## config.mk

```make
export PLATFORM = sky130hd
export DESIGN_NAME = mult_seq_ctrl
export DESIGN_NICKNAME = d
export VERILOG_FILES = /design/src/rtl/mult_seq_ctrl_pkg.sv /design/src/rtl/mult_seq_ctrl_dp.sv /design/src/rtl/mult_seq_ctrl.sv
export SDC_FILE = /design/constraint.sdc
export NUM_CORES = 1
export LEC_CHECK = 0
export CAP_MARGIN = 5
export CORE_UTILIZATION = 50
export DETAILED_ROUTE_END_ITERATION = 8
export PLACE_DENSITY = 0.79
export SYNTH_ARGS = -nofsm -noshare
export SYNTH_HDL_FRONTEND = slang
export SYNTH_SLANG_ARGS = --single-unit
```

## constraint.sdc

```tcl
create_clock -name clk -period 3.65 [get_ports clk]
set_input_delay 0.73 -clock clk [delete_from_list [all_inputs] [get_ports clk]]
set_output_delay 0.73 -clock clk [all_outputs]
set_load 0.01 [all_outputs]
```

## src/rtl/mult_seq_ctrl_pkg.sv

```systemverilog
// Shared definitions for the sequential multiplier controller:
// register offsets, CTRL/STATUS bit positions and FSM state encoding.
package mult_seq_ctrl_pkg;

  // Byte offsets within the 32-byte register window
  localparam logic [4:0] OFS_OPA    = 5'h00;
  localparam logic [4:0] OFS_OPB    = 5'h04;
  localparam logic [4:0] OFS_CTRL   = 5'h08;
  localparam logic [4:0] OFS_STATUS = 5'h0C;
  localparam logic [4:0] OFS_RES_LO = 5'h10;
  localparam logic [4:0] OFS_RES_HI = 5'h14;

  // CTRL register bits
  localparam int unsigned CTRL_START_BIT    = 0;
  localparam int unsigned CTRL_IRQ_EN_BIT   = 1;
  localparam int unsigned CTRL_CLR_DONE_BIT = 2;

  // STATUS register bits
  localparam int unsigned STATUS_BUSY_BIT = 0;
  localparam int unsigned STATUS_DONE_BIT = 1;

  typedef enum logic [1:0] {
    ST_IDLE = 2'd0,
    ST_RUN  = 2'd1,
    ST_DONE = 2'd2
  } state_t;

  // Assemble the STATUS read word
  function automatic logic [31:0] status_word(input logic done, input logic busy);
    logic [31:0] w;
    w = '0;
    w[STATUS_DONE_BIT] = done;
    w[STATUS_BUSY_BIT] = busy;
    return w;
  endfunction

  // Assemble the CTRL read word (only irq_en is readable)
  function automatic logic [31:0] ctrl_word(input logic irq_en);
    logic [31:0] w;
    w = '0;
    w[CTRL_IRQ_EN_BIT] = irq_en;
    return w;
  endfunction

endpackage

```

## src/rtl/mult_seq_ctrl_dp.sv

```systemverilog
// Shift-add multiplier datapath: one partial product per step, N steps per
// product. The acc output is the running sum including the partial product
// of the current step, i.e. the value the accumulator takes on this edge.
module shift_add_mult_dp #(
  parameter int unsigned N = 32
) (
  input  logic           clk,
  input  logic           resetn,
  input  logic           load,
  input  logic           step,
  input  logic [N-1:0]   opa,
  input  logic [N-1:0]   opb,
  output logic [2*N-1:0] acc,
  output logic           last
);

  localparam int unsigned CW = $clog2(N);
  localparam logic [CW-1:0] CNT_LAST = CW'(N - 1);

  logic [2*N-1:0] acc_q;
  logic [2*N-1:0] mcand_q;
  logic [N-1:0]   mplier_q;
  logic [CW-1:0]  cnt_q;

  // Exposing the post-step sum lets the controller capture the final
  // product on the same edge that retires the last step.
  assign acc  = mplier_q[0] ? (acc_q + mcand_q) : acc_q;
  assign last = (cnt_q == CNT_LAST);

  // Load operands on start, then shift/accumulate once per step
  always_ff @(posedge clk or negedge resetn) begin
    if (!resetn) begin
      acc_q    <= '0;
      mcand_q  <= '0;
      mplier_q <= '0;
      cnt_q    <= '0;
    end else if (load) begin
      acc_q    <= '0;
      mcand_q  <= {{N{1'b0}}, opa};
      mplier_q <= opb;
      cnt_q    <= '0;
    end else if (step) begin
      acc_q    <= acc;
      mcand_q  <= mcand_q << 1;
      mplier_q <= mplier_q >> 1;
      cnt_q    <= cnt_q + CW'(1);
    end
  end

endmodule

```

## src/rtl/mult_seq_ctrl.sv

```systemverilog
// Memory-mapped controller for the iterative shift-add multiplier on the
// picorv32 native bus: operand/control/status/result registers, a
// single-cycle acknowledge handshake and the IDLE/RUN/DONE sequencer.
module mult_seq_ctrl
  import mult_seq_ctrl_pkg::*;
#(
  parameter int unsigned N         = 32,
  parameter logic [31:0] BASE_ADDR = 32'h0FFF_FFC0
) (
  input  logic        clk,
  input  logic        resetn,
  input  logic        mem_valid,
  input  logic [31:0] mem_addr,
  input  logic [31:0] mem_wdata,
  input  logic [3:0]  mem_wstrb,
  output logic        sel,
  output logic        ctrl_ready,
  output logic [31:0] ctrl_rdata,
  output logic        irq
);

  state_t         state;
  logic [N-1:0]   opa_q;
  logic [N-1:0]   opb_q;
  logic [2*N-1:0] product_q;
  logic           done_q;
  logic           irq_en_q;

  logic           accept;
  logic           wr_en;
  logic           wr_ctrl;
  logic           busy;
  logic           start_go;
  logic [4:0]     ofs;
  logic [31:0]    rd_mux;

  logic [2*N-1:0] dp_acc;
  logic           dp_last;

  assign sel      = mem_valid && (mem_addr[31:5] == BASE_ADDR[31:5]);
  assign accept   = sel && !ctrl_ready;
  assign ofs      = mem_addr[4:0];
  assign wr_en    = accept && (mem_wstrb == 4'hF);
  assign wr_ctrl  = wr_en && (ofs == OFS_CTRL);
  assign busy     = (state == ST_RUN);
  assign start_go = wr_ctrl && mem_wdata[CTRL_START_BIT] && !busy;
  assign irq      = done_q && irq_en_q;

  shift_add_mult_dp #(
    .N(N)
  ) u_dp (
    .clk    (clk),
    .resetn (resetn),
    .load   (start_go),
    .step   (busy),
    .opa    (opa_q),
    .opb    (opb_q),
    .acc    (dp_acc),
    .last   (dp_last)
  );

  // Read data selection from pre-edge register state
  always_comb begin
    rd_mux = '0;
    case (ofs)
      OFS_OPA:    rd_mux = opa_q;
      OFS_OPB:    rd_mux = opb_q;
      OFS_CTRL:   rd_mux = ctrl_word(irq_en_q);
      OFS_STATUS: rd_mux = status_word(done_q, busy);
      OFS_RES_LO: rd_mux = product_q[N-1:0];
      OFS_RES_HI: rd_mux = product_q[2*N-1:N];
      default:    rd_mux = '0;
    endcase
  end

  // Bus handshake, register writes and sequencer state
  always_ff @(posedge clk or negedge resetn) begin
    if (!resetn) begin
      state      <= ST_IDLE;
      opa_q      <= '0;
      opb_q      <= '0;
      product_q  <= '0;
      done_q     <= 1'b0;
      irq_en_q   <= 1'b0;
      ctrl_ready <= 1'b0;
      ctrl_rdata <= '0;
    end else begin
      ctrl_ready <= accept;
      if (accept) begin
        ctrl_rdata <= rd_mux;
      end

      if (wr_en && !busy) begin
        if (ofs == OFS_OPA) opa_q <= mem_wdata;
        if (ofs == OFS_OPB) opb_q <= mem_wdata;
      end

      if (wr_ctrl) begin
        irq_en_q <= mem_wdata[CTRL_IRQ_EN_BIT];
      end

      case (state)
        ST_IDLE, ST_DONE: begin
          // Start takes priority over clear_done when both are set
          if (start_go) begin
            state  <= ST_RUN;
            done_q <= 1'b0;
          end else if (wr_ctrl && mem_wdata[CTRL_CLR_DONE_BIT]) begin
            state  <= ST_IDLE;
            done_q <= 1'b0;
          end
        end
        ST_RUN: begin
          if (dp_last) begin
            state     <= ST_DONE;
            product_q <= dp_acc;
            done_q    <= 1'b1;
          end
        end
        default: state <= ST_IDLE;
      endcase
    end
  end

endmodule
```

After elaboration in Yosys (flattened, before gate mapping)
Index checks and enable logic that the tools add are counted.

Latch bits: 0. Input bits: 71. Bits in read-only memories: 0. Register bits: 330. Memories kept: 0. Bits in writable memories: 0. Output and inout bits: 35.

Equality and inequality tests: 12. Reductions and logical operators: 21. Multiplexer cells: 18. Bitwise logic cells: 0. Multiply operators: 0. $lt $le $gt $ge: 0. Shift-type cells: 0. $add $sub $neg: 2. Divide/modulo/power cells: 0.

Operator list (number): 64-bit two-way mux (5); 32-bit one-hot mux with 6 select lines (1); 64-bit adder (1); 32-bit two-way mux (2); 27-bit by 23-bit == test with 1-bit output, second input constant (1); 5-bit == test, second input constant (3); 5-bit by 4-bit == test with 1-bit output, second input constant (2); 5-bit two-way mux (2); 1-bit logical AND (9); 2-bit AND reduction (4); 2-bit two-way mux (3); 5-bit by 1-bit adder with 5-bit output, second input constant (1); 5-bit by 3-bit == test with 1-bit output, second input constant (1); 5-bit zero test (1); 4-bit == test, second input constant (1); 2-bit one-hot mux with 2 select lines (1); 2-bit nonzero test (2); 1-bit two-way mux (3); 3-bit inequality test, second input constant (1); 3-bit AND reduction (1); 2-bit by 1-bit == test with 1-bit output, second input constant (1); 2-bit == test, second input constant (1); 1-bit zero test (2); 2-bit zero test (1); 3 further kinds (3).

Logic depth before layout (Yosys ltp)
Depth after elaboration: 9. Depth in mapped cells: 12. Gate-level depth less buffers: 12.

By module
Synthesis repeated with hierarchy kept, for this count alone.

Cells, all modules: 1897. Area total of the unflattened synthesis: 18841.8 um^2.

By module, submodules not included: shift_add_mult_dp (cells an instance 1317, times used 1, area each 11587.4 um^2, sequential area each 4129.0 um^2); mult_seq_ctrl (cells an instance 580, times used 1, area each 7254.5 um^2, sequential area each 4129.0 um^2).

Least setup slack after synthesis
OpenSTA, ideal clock, no wires.

Path kind: register to register. Start point: register u_dp.mcand_q[0]. End point: register product_q[62]. Slack: 0.484 ns. Clock period less this slack: 3.166 ns. Cell stages (with the launch flop): 12. Data required time: 3.585 ns. Arrival time: 3.100 ns. Path through: dfrtp_1 > ha_1 > fa_1 > a21o_1 > a221oi_1 > or4b_1 > nand3_1 > a211o_1 > a211o_1 > a31oi_1 > mux2_2 > nand2_1.

Word-level cells in the longest chain between the ends: 2.

Ends and longest elaborated chain: from (decl) (line mult_seq_ctrl_dp.sv:21) `logic [2*N-1:0] mcand_q;`; from (signal assigned) (line mult_seq_ctrl_dp.sv:39) `mcand_q <= {{N{1'b0}}, opa};`; from (signal assigned) (line mult_seq_ctrl_dp.sv:44) `mcand_q <= mcand_q << 1;`; 64-bit adder (line mult_seq_ctrl_dp.sv:27) `assign acc = mplier_q[0] ? (acc_q + mcand_q) : acc_q;`; 64-bit two-way mux (line mult_seq_ctrl_dp.sv:27); to (signal assigned) (line mult_seq_ctrl.sv:116) `product_q <= dp_acc;`; to (decl) (line mult_seq_ctrl.sv:25) `logic [2*N-1:0] product_q;`.

No other way between the ends. A chain may end at the register's enable or synchronous reset.

Worst setup path in the final report
Start point: register u_dp.mcand_q[0]. End point: register product_q[42].

The elaborated chain is that of the path after synthesis.

==> run summary <==
SYNTH
------------------------------------------------------------------------------------------------------
Synth top cells by count                                                                  364 x sky130_fd_sc_hd__nand2_1, 330 x sky130_fd_sc_hd__dfrtp_1, 178 x sky130_fd_sc_hd__o21ai_0
Top flip-flop cell by instance count after synthesis                                      sky130_fd_sc_hd__dfrtp_1
Number of unique standard cell types used by synthesis                                              69
Async SR Flop Fraction                                                                           1.000
Post-synthesis net count                                                                          2069
Cell taking the most area after synthesis                                                 sky130_fd_sc_hd__dfrtp_1
Flops & latches, synth                                                                             330
Portion of the post-synthesis area used by sequential elements                                  0.4581
Ranking of synthesized cells by area                                                      sky130_fd_sc_hd__dfrtp_1 46%, sky130_fd_sc_hd__nand2_1 7.6%, sky130_fd_sc_hd__o21ai_0 4.9%
Yosys synthesis warning count                                                                        0
Average size of a mapped cell                                                                9.331 µm²
Synthesized area                                                                             18030 µm²
Gate count after technology mapping                                                               1932
Area share of the leading cell type in the synthesized netlist                                  0.4581
Cell with the most instances after synthesis                                              sky130_fd_sc_hd__nand2_1
Number of synthesized flops with an enable pin                                                       0

PLACEMENT
------------------------------------------------------------------------------------------------------
Routability Congestion                                                                          0.9189
Post-placement cell count                                                                         2432
Number of port buffers                                                                             105
Cell area reported after detailed placement                                                  19810 µm²
Place WS                                                                                    -0.1594 ns
HPWL after DPL                                                                                37.69 mm

PWR
------------------------------------------------------------------------------------------------------
Max IR drop VDD                                                                               538.8 µV
Power density cells                                                                       372.1 nW/µm²
Post-route total power                                                                         7863 µW
Static Leakage                                                                             0.009723 µW

GRT
------------------------------------------------------------------------------------------------------
Initial antenna violation count                                                                      0
Global-route usage over all layers                                                              0.2914
Largest net degree at the start of global routing                                                  138
Vias in the first global route                                                                  15.35k
Grt total ovfl                                                                                       0
Wire length of the first global-routing pass                                                  83.77 mm

STA
------------------------------------------------------------------------------------------------------
Fmax                                                                                         282.4 MHz
Slew at the pin closest to its max-slew limit                                                0.8070 ns
Setup_tns                                                                                         0 ns
Final count of pins violating max slew                                                               0
Final hold viol count                                                                                0
Final clock skew                                                                            0.02663 ns
Setup repair after global routing missed its margin                                                 no
Max transition margin                                                                           0.4620
Post-route clock period utilization                                                             0.9702
Post-layout minimum cycle time                                                                3.541 ns
Final worst-path setup slack                                                                 0.1089 ns
Count of endpoints failing setup in the final report                                                 0

WORST SETUP PATH
------------------------------------------------------------------------------------------------------
Reg2Reg Launch Point                                                                      u_dp.mcand_q[0]
Critical setup path kind                                                                    reg -> reg
FF-to-FF End                                                                              product_q[42]
Crit path max fanout                                                                                 3
Delay of the slowest critical-path stage                                                       0.40 ns
Setup slack of the worst register-to-register path                                             0.11 ns
Standard cell with the maximum stage delay on the critical path                           sky130_fd_sc_hd__dfrtp_1
Critical-path cell list                                                                   ha_2 -> fa_2 -> a21o_1 -> a221oi_2 -> buf_4 -> or4b_1 -> nand3_2 -> a211o_1 -> a211o_1 -> buf_4 -> a21oi_1 -> xnor2_1 -> mux2i_1 -> o21ai_1
Worst Reg2Reg Path Length in Cells                                                                  14
Worst setup EP type                                                                               flop
Required time reported for the critical path endpoint                                          4.05 ns
Arrival time at the worst endpoint                                                             3.94 ns
Kind of start point of the critical path                                                          flop

LAYOUT
------------------------------------------------------------------------------------------------------
Proportion of layout cells with a drive suffix above 1                                          0.1120
Number of diodes                                                                                     0
Multi-input gate area in the final layout                                                     9190 µm²
Design Area, Final                                                                           21130 µm²
Register cell area after layout                                                               8262 µm²
Number of fill cells                                                                              2923
Area added between synthesis and finish                                                         17.23%
Net total in the final layout                                                                     2147
Final instance count without filler cells                                                         2497

FLOW RUN
------------------------------------------------------------------------------------------------------
Max-cap violations                                                                                   0

FLOORPLAN
------------------------------------------------------------------------------------------------------
Die Footprint                                                                                36820 µm²
CORE AREA                                                                                    35480 µm²
Placement row count                                                                                 69
Chip Height                                                                                   191.9 µm
Number of top-level design ports                                                                   106
Die Width                                                                                     191.9 µm
Starting density of the core                                                                    0.5081

CTS
------------------------------------------------------------------------------------------------------
Hold Buf Count CTS                                                                                   0
Cts bufs inserted                                                                                   36
Max clock buf depth                                                                                  3
Clock Sinks                                                                                        330
Clock tree from TritonCTS                                                                          yes
Clock transition at the register clock pins on the worst setup and hold paths after CTS        0.06 ns
CTS root buf                                                                              sky130_fd_sc_hd__clkbuf_16
Deepest level of the CTS H-tree                                                                      2
Clock latency reported for the late side of the worst-skew pair                                0.55 ns

DETAILED ROUTING
------------------------------------------------------------------------------------------------------
Via-per-instance ratio                                                                           6.266
Number of routed nets with antenna violations                                                        0
Detailed-route via count                                                                        15.65k
Post-Route WL                                                                                 53.30 mm
Final routed wire length divided by cell count                                                21.35 µm
DRC violation total after the first TritonRoute iteration                                         1486
First-pass detailed-route iteration total                                                            8
Residual DRC                                                                                         0

HOLD PATH
------------------------------------------------------------------------------------------------------
Path type of the worst min-delay path                                                      in -> async

OUTCOME
------------------------------------------------------------------------------------------------------
Result of the run                                                                         complete, no violations

final cells by class:
cell class              count  area share
multi-input cells        1446      0.4348
flip-flops and latches    330      0.3909
repair buffers            176     0.08288
clock buffers              50     0.04795
well taps                 461     0.02729
clock inverters            14     0.01255
inverters                  20    0.003552
cells in the final DEF, fill, tap and decap left out, types with 7 or more instances in the layout:
cell type,instances
sky130_fd_sc_hd__nor2b_1,7
sky130_fd_sc_hd__and2_1,7
sky130_fd_sc_hd__clkdlybuf4s50_1,104
sky130_fd_sc_hd__nor3_1,12
sky130_fd_sc_hd__mux2i_1,52
sky130_fd_sc_hd__a221oi_1,31
sky130_fd_sc_hd__or3_1,8
sky130_fd_sc_hd__inv_1,20
sky130_fd_sc_hd__o21ai_1,15
sky130_fd_sc_hd__nor3b_1,9
sky130_fd_sc_hd__a22oi_1,16
sky130_fd_sc_hd__o21a_1,7
sky130_fd_sc_hd__clkbuf_1,8
sky130_fd_sc_hd__buf_4,58
sky130_fd_sc_hd__o21bai_1,17
sky130_fd_sc_hd__buf_12,13
sky130_fd_sc_hd__nor2_1,105
sky130_fd_sc_hd__dfrtp_1,329
sky130_fd_sc_hd__and3_1,10
sky130_fd_sc_hd__a21o_1,42
sky130_fd_sc_hd__a21oi_1,93
sky130_fd_sc_hd__xor2_1,23
sky130_fd_sc_hd__ha_1,64
sky130_fd_sc_hd__o21ai_0,176
sky130_fd_sc_hd__nand3_1,27
sky130_fd_sc_hd__nand2_1,362
sky130_fd_sc_hd__xnor2_1,40
sky130_fd_sc_hd__bufinv_16,7
sky130_fd_sc_hd__a31oi_1,69
sky130_fd_sc_hd__mux2_2,70
sky130_fd_sc_hd__nand4_1,32
sky130_fd_sc_hd__a22o_1,61
sky130_fd_sc_hd__clkbuf_16,36
worst max path at each step:
| stage | from | end | slack [ns] | cells after the start |
|---|---|---|---|---|
| 6_report | u_dp.mcand_q[0] | product_q[42] | 0.11 | 14 |
| 5_1_grt | u_dp.acc_q[0] | product_q[42] | 0.02 | 14 |
| 4_1_cts | u_dp.mcand_q[0] | product_q[42] | 0.05 | 14 |
| 3_5_place_dp | mem_addr[6] | u_dp.mcand_q[30] | -0.16 | 10 |
| 3_3_place_gp | mem_addr[6] | u_dp.mcand_q[30] | -0.14 | 10 |
| 2_1_floorplan | u_dp.mcand_q[0] | product_q[62] | 0.48 | 11 |
stage by stage:
| stage | hold slack (ns) | utilization |
|---|---|---|
| finish | 0.1329 | 0.5956 |
| global route | 0.1790 | 0.5956 |
| global placement | 0.4615 | 0.5582 |
| floorplan | 0.4344 | - |
| detailed placement | 0.4725 | 0.5582 |
| CTS | 0.1481 | 0.5947 |
state kept, by name, summed over array words and instances, names as in the netlist:
signal and count:
opb_q 32, done_q 1, u_dp.mcand_q 64, opa_q 32
state 2, u_dp.mplier_q 32, ctrl_rdata 32, u_dp.acc_q 64
irq_en_q 1, ctrl_ready 1, u_dp.cnt_q 5, product_q 64
metal layers:
metal	GRT usage	up-vias	wire (µm)
met5	0	-	0
met4	0.1026	0	1655
met3	0.04531	114	4217
met2	0.4714	706	25050
met1	0.3966	7737	22380
li1	-	7088	-
critical path: cells and delay by family (launching register included):
| kind | cells | cell delay [ns] |
|---|---|---|
| adder cells (fa/ha/maj) | 2 | 0.57 |
| AO/OA/AOI/OAI | 6 | 1.44 |
| flip-flops | 1 | 0.40 |
| buffers and inverters | 2 | 0.34 |
| multiplexers | 1 | 0.29 |
| AND/OR/NAND/NOR | 2 | 0.25 |
| XOR/XNOR | 1 | 0.10 |
where the power goes:
part	switching, µW	leakage (µW)	internal [µW]
Sequential	0.00000183	0.00398	3660
Combinational	116	0.00512	82.3
Clock	1560	0.000619	2440
kinds of logic after synthesis:
kind of cell | after synthesis | synth area share
AND/OR/NAND/NOR | 616 | 0.1496
AO/OA/AOI/OAI | 579 | 0.2066
flip-flops | 330 | 0.4581
buffers and inverters | 156 | 0.03630
multiplexers | 122 | 0.07260
adder cells (fa/ha/maj) | 66 | 0.04622
XOR/XNOR | 63 | 0.03061
what timing repair did:
| action | 4_1_cts | 5_1_grt |
|---|---|---|
| pin swaps | 2 | 2 |
| buffers inserted | 1 | 0 |
| setup endpoints to repair | 1 | 13 |
| resized for setup | 2 | 9 |
| endpoints found under the hold margin | 0 | 0 |
Power figures use the tool's default switching activity.
